--- config.mk ---
export PLATFORM = sky130hd
export DESIGN_NAME = reg_trace_buffer_flat
export DESIGN_NICKNAME = d
export VERILOG_FILES = /design/src/rtl/reg_trace_buffer_if.sv /design/src/rtl/reg_trace_buffer.sv /design/src/flat_wrapper.sv
export SDC_FILE = /design/constraint.sdc
export NUM_CORES = 1
export LEC_CHECK = 0
export ABC_CLOCK_PERIOD_IN_PS = 5840
export CORE_MARGIN = 3
export CORE_UTILIZATION = 58
export CTS_BUF_LIST = sky130_fd_sc_hd__clkbuf_4 sky130_fd_sc_hd__clkbuf_8 sky130_fd_sc_hd__clkbuf_16
export DETAILED_ROUTE_END_ITERATION = 10
export PLACE_DENSITY = 0.8
export SYNTH_ARGS = -nofsm -noshare
export SYNTH_HDL_FRONTEND = slang
export SYNTH_SLANG_ARGS = --single-unit
--- constraint.sdc ---
create_clock -name clk -period 5.84 [get_ports clk]
set_input_delay 0.876 -clock clk [delete_from_list [all_inputs] [get_ports clk]]
set_output_delay 0.876 -clock clk [all_outputs]
set_load 0.02 [all_outputs]
--- src/rtl/reg_trace_buffer_if.sv ---
// Output stream of the register-write trace buffer: head entry plus valid/ready handshake.
interface reg_trace_buffer_if #(
  parameter int unsigned DATA_W = 32
);
  logic              out_valid;
  logic              out_ready;
  logic [4:0]        out_reg;
  logic [DATA_W-1:0] out_data;

  // Producer side (the trace buffer).
  modport master (
    output out_valid,
    output out_reg,
    output out_data,
    input  out_ready
  );

  // Consumer side.
  modport slave (
    input  out_valid,
    input  out_reg,
    input  out_data,
    output out_ready
  );
endinterface

--- src/rtl/reg_trace_buffer.sv ---
// First-word-fall-through FIFO capturing core register-file writes until HALT.
// Optional TRACE_DROP_CNT_EN adds a saturating 16-bit count of dropped writes.
module reg_trace_buffer #(
  parameter int unsigned DEPTH  = 8,
  parameter int unsigned DATA_W = 32
) (
  input  logic                     clk,
  input  logic                     reset,
  input  logic                     reg_write_sig,
  input  logic [4:0]               reg_num,
  input  logic [DATA_W-1:0]        reg_data,
  input  logic                     halted,
  reg_trace_buffer_if.master       trace,
  output logic [$clog2(DEPTH):0]   count,
  output logic                     overflow,
`ifdef TRACE_DROP_CNT_EN
  output logic [15:0]              drop_cnt,
`endif
  output logic                     drained
);

  localparam int unsigned AW = $clog2(DEPTH);
  localparam int unsigned CW = AW + 1;

  logic [4:0]        mem_reg  [DEPTH];
  logic [DATA_W-1:0] mem_data [DEPTH];

  logic [AW-1:0] wr_ptr_q, wr_ptr_d;
  logic [AW-1:0] rd_ptr_q, rd_ptr_d;
  logic [CW-1:0] count_q, count_d;
  logic          overflow_q, overflow_d;
  logic          halt_seen_q, halt_seen_d;

  logic valid;
  logic full;
  logic push;
  logic pop;
  logic accept;
  logic drop;

  assign valid = (count_q != '0);
  assign full  = (count_q == CW'(DEPTH));

  // halt_seen_q is still low in the cycle halted first rises, so that write still enqueues.
  assign push   = reg_write_sig & (reg_num != 5'd0) & ~halt_seen_q;
  assign pop    = valid & trace.out_ready;
  assign accept = push & (~full | pop);
  assign drop   = push & full & ~pop;

  always_comb begin
    wr_ptr_d    = wr_ptr_q;
    rd_ptr_d    = rd_ptr_q;
    count_d     = count_q;
    overflow_d  = overflow_q | drop;
    halt_seen_d = halt_seen_q | halted;
    if (accept) wr_ptr_d = wr_ptr_q + 1'b1;
    if (pop)    rd_ptr_d = rd_ptr_q + 1'b1;
    unique case ({accept, pop})
      2'b10:   count_d = count_q + 1'b1;
      2'b01:   count_d = count_q - 1'b1;
      default: count_d = count_q;
    endcase
  end

  always_ff @(posedge clk or negedge reset) begin
    if (!reset) begin
      wr_ptr_q    <= '0;
      rd_ptr_q    <= '0;
      count_q     <= '0;
      overflow_q  <= 1'b0;
      halt_seen_q <= 1'b0;
    end else begin
      wr_ptr_q    <= wr_ptr_d;
      rd_ptr_q    <= rd_ptr_d;
      count_q     <= count_d;
      overflow_q  <= overflow_d;
      halt_seen_q <= halt_seen_d;
    end
  end

  // Storage is deliberately unreset; the outputs are masked while empty.
  always_ff @(posedge clk) begin
    if (accept) begin
      mem_reg[wr_ptr_q]  <= reg_num;
      mem_data[wr_ptr_q] <= reg_data;
    end
  end

`ifdef TRACE_DROP_CNT_EN
  logic [15:0] drop_cnt_q;

  always_ff @(posedge clk or negedge reset) begin
    if (!reset) begin
      drop_cnt_q <= '0;
    end else if (drop && (drop_cnt_q != 16'hffff)) begin
      drop_cnt_q <= drop_cnt_q + 16'd1;
    end
  end

  assign drop_cnt = drop_cnt_q;
`endif

  assign trace.out_valid = valid;
  assign trace.out_reg   = valid ? mem_reg[rd_ptr_q]  : 5'd0;
  assign trace.out_data  = valid ? mem_data[rd_ptr_q] : '0;
  assign count           = count_q;
  assign overflow        = overflow_q;
  assign drained         = halt_seen_q & ~valid;

endmodule

--- src/flat_wrapper.sv ---
// flat-port wrapper written by rule: the top's interface ports become plain ports
module reg_trace_buffer_flat 
#(
  parameter int unsigned DEPTH  = 8,
  parameter int unsigned DATA_W = 32
)
  (clk, reset, reg_write_sig, reg_num, reg_data, halted, count, overflow, drained, trace_out_valid, trace_out_reg, trace_out_data, trace_out_ready);
  reg_trace_buffer_if #(.DATA_W(DATA_W)) trace_i ();
  input  logic clk;
  input  logic reset;
  input  logic reg_write_sig;
  input  logic [4:0] reg_num;
  input  logic [DATA_W-1:0] reg_data;
  input  logic halted;
  output logic [$clog2(DEPTH):0] count;
  output logic overflow;
  output logic drained;
  output wire logic [$bits(trace_i.out_valid)-1:0] trace_out_valid;
  output wire logic [$bits(trace_i.out_reg)-1:0] trace_out_reg;
  output wire logic [$bits(trace_i.out_data)-1:0] trace_out_data;
  input wire logic [$bits(trace_i.out_ready)-1:0] trace_out_ready;
  assign trace_out_valid = trace_i.out_valid;
  assign trace_out_reg = trace_i.out_reg;
  assign trace_out_data = trace_i.out_data;
  assign trace_i.out_ready = trace_out_ready;
  reg_trace_buffer #(.DEPTH(DEPTH), .DATA_W(DATA_W)) u_core (.clk(clk), .reset(reset), .reg_write_sig(reg_write_sig), .reg_num(reg_num), .reg_data(reg_data), .halted(halted), .trace(trace_i), .count(count), .overflow(overflow), .drained(drained));
endmodule
## Word-level counts from Yosys, hierarchy flattened

Memories as Yosys holds them, arrays and structs flattened.
Index checks and enable logic that the tools add are counted.

- Logic and storage cells: 36
- Input bits: 42
- Register bits after elaboration: 12
- Memory bits (writable): 296
- Memories: 2

Memory list:

| memory | depth | width | read ports | clocked after memory_dff | write ports | RTL line | RTL |
|---|---|---|---|---|---|---|---|
| u_core.mem_data | 8 | 32 | 1 | 0 | 1 | reg_trace_buffer.sv:26 | `logic [DATA_W-1:0] mem_data [DEPTH];` |
| u_core.mem_reg | 8 | 5 | 1 | 0 | 1 | reg_trace_buffer.sv:25 | `logic [4:0] mem_reg [DEPTH];` |

- Mux-type cells: 5
- Reductions and logical operators: 3
- Bitwise gates (word level): 14
- Equality and inequality tests: 3
- Add/sub/neg operators: 4

Operators with widths:

| operator | count |
|---|---|
| $mux 32 | 1 |
| $pmux 4 s2 | 1 |
| $and 1x1->1 | 7 |
| $add 3x1->3 const B | 2 |
| $mux 5 | 1 |
| $reduce_bool 5->1 | 1 |
| $add 4x1->4 const B | 1 |
| $eq 4x4->1 const B | 1 |
| $not 1->1 | 4 |
| $reduce_bool 4->1 | 1 |
| $sub 4x1->4 const B | 1 |
| $or 1x1->1 | 3 |
| $eq 2x1->1 const B | 1 |
| $eq 2x2->1 const B | 1 |
| $mux 1 | 2 |
| $reduce_bool 2->1 | 1 |

## Depth between registers and ports, before layout

Gate-level depths: netlist of the first run.

- Depth after elaboration: 6
- Depth in mapped cells: 11

## Worst setup path before layout of the first run

OpenSTA, ideal clock, no wires.

- Path kind: input to register
- Start point: input reg_num[1]
- End point: memory u_core.mem_data[0][0] (enable)
- Setup time: 0.524 ns
- Setup slack: 0.348 ns
- Arrival time: 4.969 ns
- Stages on the path: 5
- Cell sequence: nor3_1 > a21oi_1 > buf_2 > nand2_4 > nor4_1

- Word-level cells in the longest chain between the ends: 6

RTL lines:

| item | RTL line | RTL |
|---|---|---|
| start: declaration | flat_wrapper.sv:12 | `input logic [4:0] reg_num;` |
| $reduce_bool 5->1 | reg_trace_buffer.sv:45 | `assign push = reg_write_sig & (reg_num != 5'd0) & ~halt_seen_q;` |
| $and 1x1->1 (2 in a row) | reg_trace_buffer.sv:45 |  |
| $and 1x1->1 | reg_trace_buffer.sv:47 | `assign accept = push & (~full \| pop);` |
| $mux 1 | reg_trace_buffer.sv:83 | `if (accept) begin` |
| $mux 1 (not written as such) | reg_trace_buffer.sv:85 | `mem_data[wr_ptr_q] <= reg_data;` |
| end: declaration | reg_trace_buffer.sv:26 |  |

Every way passes these cells.

## Worst setup path after layout of the first run

- Start point: register u_core.rd_ptr_q[0]
- End point: output trace_out_reg[4]

- Word-level cells in the longest chain between the ends: 2

RTL lines:

| item | RTL line | RTL |
|---|---|---|
| start: declaration | reg_trace_buffer.sv:29 | `logic [AW-1:0] rd_ptr_q, rd_ptr_d;` |
| start signal: assignment | reg_trace_buffer.sv:74 | `rd_ptr_q <= rd_ptr_d;` |
| $mem_v2 8x5 | n/a |  |
| $mux 5 | reg_trace_buffer.sv:104 | `assign trace.out_reg = valid ? mem_reg[rd_ptr_q] : 5'd0;` |
| end: declaration | flat_wrapper.sv:19 | `output wire logic [$bits(trace_i.out_reg)-1:0] trace_out_reg;` |

Every way passes these cells.

==> results.yml, run 1 <==
status:
  status: "completed"
drt:
  dr_total_vias: 5671
  drt_iter0_markers: 423
  antenna_left: 0
  wl_per_cell_um: 24.89
  drc: 0
  drt_wl_total_um: 23290
  vias_per_cell: 6.059
  firstDrtPassIters: 5
synthesis:
  syn-cell-area_um2: 11960
  synth_common_cells: "296 x edfxtp_1, 74 x mux4_2, 41 x nor2_1"
  synth_edf_count: 296
  synth_xor_area_share_pct: 0.4394
  synth_mux_area_share_pct: 17.60
  synth_ff_type: "edfxtp_1"
  netlist_instances: 545
  synth_largest_area_cell: "edfxtp_1"
  post-synth-top-area-fraction_pct: 74.33
  ys_seq_elements: 308
  synth_area_leaders: "edfxtp_1 74%, mux4_2 14%, mux2i_1 3.3%"
  ys_seq_area_share_pct: 76.84
  syn_avg_cell_area_um2: 21.94
  synth-adder-area-share_pct: 0.5859
  yosys.area_share.simple_pct: 2.825
  synth_compound_area_share_pct: 0.4813
  synth_fp_nets: 592
  ys_warn_count: 0
  async_flop_share_pct: 3.896
  yosysMostFrequentCell: "edfxtp_1"
  ys_types: 37
  synth_top_family_by_area: "multiplexers"
global_routing:
  gr-total-overflow: 0
  grt_max_degree: 77
  grt_pass1_vias: 6257
  grt_pass1_wl_um: 36200
  track_usage_pct: 21.68
  antenna_found_initial: 2
clock_tree:
  holdBufCountCts: 0
  cts_resized: 0
  clock-root-buffer: "clkbuf_16"
  htree_num_levels: 1
  cts_buffers: 30
  postCtsSetupRepairBufs: 0
  cts_sinks: 308
  path_clk_slew_ns: 0.06
  insertion_delay_ns: 0.54
  cts_tree: "built"
  cts.path.max_buffers: 3
timing:
  tightestPinTransition_ns: 1.324
  slew_violations: 0
  finalHoldViolCount: 0
  holdWs_ns: 0.4742
  tns_ns: 0
  clock.fmax_mhz: 231.1
  min_period_over_period_pct: 74.09
  rsz0062_at_grt: "no"
  skew_ns: 0.01443
  finalCriticalPeriod_ns: 4.327
  slew_headroom_pct: 11.55
  finalSetupViolCount: 0
final_layout:
  largest_reg_flops: 256
  fillerInstances: 1153
  antenna_cells: 0
  area_growth_pct: 18.31
  drive_gt1_share_pct: 23.99
  final_area_um2: 14150
  finalNetCount: 697
worst_hold_path:
  min-delay-start: "u_core.overflow"
  hp-class: "reg2reg"
floorplanning:
  die_h_um: 149.6
  die_w_um: 149.6
  io-pin-count: 86
  coreArea_um2: 19850
  row_count: 51
  die_area_um2: 22380
  initial_utilization_pct: 60.26
critical_path:
  critical_path.max_fanout: 41
  startpoint: "u_core.rd_ptr_q[0]"
  worst_r2r_startpoint: "u_core.count[2]"
  cpPeakStageDelay_ns: 0.96
  critPathSlowestCell: "dfrtp_4"
  worst_ep_required_time_ns: 4.96
  worstSetupStartpointType: "flip-flop"
  crit_type: "reg2out"
  cp.arrival_ns: 3.45
  cp_cell_sequence: "buf_4 -> mux4_2 -> mux2i_1 -> nor2_1 -> clkdlybuf4s50_1"
  end_kind: "output port"
pwr:
  peakVddDrop_mv: 0.3966
  p_per_area_nw_per_um2: 460.9
  p_leak_nw: 4.647
  total_power_mw: 6.521
placed_design:
  post_dp_cell_area_um2: 13180
  numPortBuffers: 85
  globalplace.congestion: 0.7919
  dp_hpwl_um: 13010
flow_run:
  cap_violations: 0
[metrics by stage]
step	utilization (%)	cells	setup slack, ns
2_1_floorplan	-	545	0.3479
3_3_place_gp	66.40	883	1.915
3_5_place_dp	66.40	883	1.809
4_1_cts	71.29	936	1.394
5_1_grt	71.29	936	1.261
6_report	71.29	936	1.513
[cells by family after synthesis]
kind of cell,Yosys count
DFF,308
muxes,116
and+or+nand+nor,71
buffers and inverters,31
AOI/OAI and AO/OA,8
xor gates and xnor gates,6
adders and majority gates,5
[power breakdown]
part	leakage (nW)	switching [mW]	internal (mW)
registers	2.80	0.265	2.45
logic	1.36	0.886	1.08
clock network	0.489	0.745	1.10
[worst max-delay path: cells and delay by family (launching register included)]
family | cells | cell delay, ns
buffers and inverters | 2 | 1.12
flip-flops | 1 | 0.96
AND/OR/NAND/NOR | 1 | 0.07
multiplexers | 2 | 0.74
[final timing paths]
check / slack, ns / depth (start not counted) / endpoint
worst max-delay path: 1.51 / 5 / trace_out_reg[4]
worst min-delay path: 0.47 / 1 / u_core.overflow
worst max register to register: 2.28 / 11 / u_core.count[3]
worst min register to register: 0.47 / 1 / u_core.overflow
max in group asynchronous: 4.72 / 1 / u_core.rd_ptr_q[0]
min in group asynchronous: 0.70 / 1 / u_core.count[3]
[routing by layer]
| metal | wire length, um | track usage, % |
|---|---|---|
| met1 | 9127 | 29.15 |
| met5 | 27 | 0 |
| met3 | 1337 | 3.786 |
| met2 | 12240 | 36.90 |
| met4 | 564 | 6.865 |
[final cells by class]
| type | count | area, um^2 | area share [%] |
|---|---|---|---|
| Clock buffer | 47 | 938.4 | 6.632 |
| Clock inverter | 6 | 33.78 | 0.2388 |
| Inverter | 6 | 22.52 | 0.1592 |
| Multi-Input combinational cell | 206 | 2676 | 18.92 |
| Sequential cell | 308 | 9198 | 65.01 |
| Tap cell | 265 | 331.6 | 2.343 |
| Timing Repair Buffer | 98 | 948.4 | 6.703 |
[cells in the final DEF (no fill, tap or decap), types with 3 or more instances in the layout]
cell | netlist | routed
nand2_1 | 7 | 7
mux4_2 | 74 | 74
nor3_2 | 0 | 4
clkbuf_16 | 0 | 32
clkdlybuf4s50_1 | 0 | 85
dfrtp_1 | 12 | 9
clkbuf_4 | 0 | 11
inv_1 | 3 | 3
edfxtp_1 | 296 | 296
buf_4 | 5 | 13
xnor2_1 | 6 | 6
nor2_4 | 0 | 4
nand2b_1 | 3 | 3
a21o_1 | 3 | 3
clkbuf_8 | 0 | 4
ha_1 | 4 | 4
inv_2 | 3 | 3
nor2_1 | 41 | 38
mux2i_1 | 39 | 39
Power figures use the tool's default switching activity.
==> run 2, diff against run 1 <==
Settings changed: ABC_CLOCK_PERIOD_IN_PS 5840 to 3900, CORE_UTILIZATION 58 to 53, PLACE_DENSITY 0.8 to 0.77.
Clock period 5.84 ns to 3.9 ns, I/O delays scaled along.
==> results.yml, run 2 (synthesis gave the netlist of run 1 again) <==
clock_tree:
  cts_resized: 0
  cts_tree: "built"
  postCtsSetupRepairBufs: 0
  insertion_delay_ns: 0.54
  clock-root-buffer: "clkbuf_16"
  cts.path.max_buffers: 3
  holdBufCountCts: 0
  cts_buffers: 30
  htree_num_levels: 1
  cts_sinks: 308
  path_clk_slew_ns: 0.06
placed_design:
  globalplace.congestion: 0.7029
  place_ws_ns: 0.4943
  numPortBuffers: 85
  dp_hpwl_um: 13170
final_layout:
  finalNetCount: 708
  antenna_cells: 0
  area_growth_pct: 20.00
  drive_gt1_share_pct: 25.55
  largest_reg_flops: 256
  fillerInstances: 1422
  final_cell_mix: "296 x edfxtp_1, 85 x clkdlybuf4s50_1, 74 x mux4_2"
  fin_util_pct: 65.16
  mostFrequentLayoutCell: "edfxtp_1"
global_routing:
  grt_pass1_wl_um: 35590
  grt_max_degree: 38
  gr-total-overflow: 0
  antenna_found_initial: 1
  track_usage_pct: 19.21
  grt_pass1_vias: 6152
timing:
  min_period_over_period_pct: 90.41
  tightestPinTransition_ns: 0.6391
  slew_violations: 0
  slew_headroom_pct: 57.26
  rsz0062_at_grt: "no"
  skew_ns: 0.01253
  setup_slack_ns: 0.3741
  holdWs_ns: 0.4414
  finalHoldViolCount: 0
  finalSetupViolCount: 0
  finalCriticalPeriod_ns: 3.526
  clock.fmax_mhz: 283.6
pwr:
  p_leak_nw: 4.729
  p_per_area_nw_per_um2: 691.0
  peakVddDrop_mv: 0.5028
flow_run:
  cap_violations: 0
status:
  status: "completed"
drt:
  drc: 0
  dr_total_vias: 5692
  wl_per_cell_um: 23.97
  drt_wl_total_um: 23140
  drt_iter0_markers: 379
  vias_per_cell: 5.898
  antenna_left: 0
  firstDrtPassIters: 4
floorplanning:
  io-pin-count: 86
  die_area_um2: 24400
  coreArea_um2: 22030
  die_w_um: 156.2
  die_h_um: 156.2
  row_count: 54
  initial_utilization_pct: 54.29
critical_path:
  critical_path.max_fanout: 28
  cp.arrival_ns: 2.94
  end_kind: "output port"
  worst_ep_required_time_ns: 3.31
  crit_type: "reg2out"
  worstSetupStartpointType: "flip-flop"
worst_hold_path:
  hp-class: "in2async"
## run 2: cell count changes in the layout (fill, tap and decap cells not counted), sizes merged
| cell | before | now |
|---|---|---|
| bufinv | 0 | 3 |
| clkinvlp | 1 | 2 |
| clkbuf | 47 | 40 |
| buf | 13 | 24 |
| clkinv | 4 | 10 |
## run 2: per-stage QoR
stage,TNS [ns],area (um^2),instances,power [mW]
after detailed placement,0,13340,909,7.145
after global placement,0,13340,909,7.087
after CTS,0,14350,965,10.05
after global routing,0,14350,965,10.33
after floorplan,-34.47,11970,545,5.964
final,0,14350,965,9.917
## run 2: cell type report
class | count | area [um^2] | share of cell area [%]
clock buffers | 40 | 843.3 | 5.876
clock inverters | 16 | 165.2 | 1.151
inverters | 6 | 22.52 | 0.1569
multi-input cells | 206 | 2691 | 18.75
flip-flops and latches | 308 | 9198 | 64.09
well taps | 280 | 350.3 | 2.441
repair buffers | 109 | 1081 | 7.533
## run 2: worst paths after layout
| path | slack (ns) | depth (start not counted) | from | to |
|---|---|---|---|---|
| worst min register to register | 0.49 | 1 | u_core.halt_seen_q | u_core.halt_seen_q |
| min in group clk | 0.49 | 1 | u_core.halt_seen_q | u_core.halt_seen_q |
| worst max register to register | 1.27 | 11 | u_core.count[2] | u_core.count[3] |
| worst min-delay path | 0.44 | 1 | reset | u_core.halt_seen_q |
| worst max-delay path | 0.37 | 5 | u_core.rd_ptr_q[0] | trace_out_data[0] |
| max in group asynchronous | 2.98 | 1 | reset | u_core.rd_ptr_q[1] |
## run 2: where the power goes
group	internal [mW]	switching [mW]	total, mW
clock	1.72	1.15	2.88
combinational	1.63	1.57	3.20
sequential	3.67	0.167	3.84
total	7.03	2.89	9.92
## run 2: critical path, cell delays in order, from the launching register on
cell             delay, ns
dfrtp_4               0.42
buf_4                 0.48
mux4_2                0.57
mux2i_1               0.30
nor2_1                0.07
clkdlybuf4s50_1       0.55
## run 2: per-layer routing
layer  global-route usage, %  wire (um)  vias to the layer above
met5                       0         14                        -
met1                   26.23       9546                     2987
met2                   32.87      11880                      184
met3                   3.208       1261                       42
met4                   5.002        435                        2
li1                        -          -                     2477
==> run 3, diff against run 2 <==
Settings changed: SLEW_MARGIN set to 20.
==> results of run 3 <==
Same layout as run 2: the final DEF is identical, and so are final timing and power.
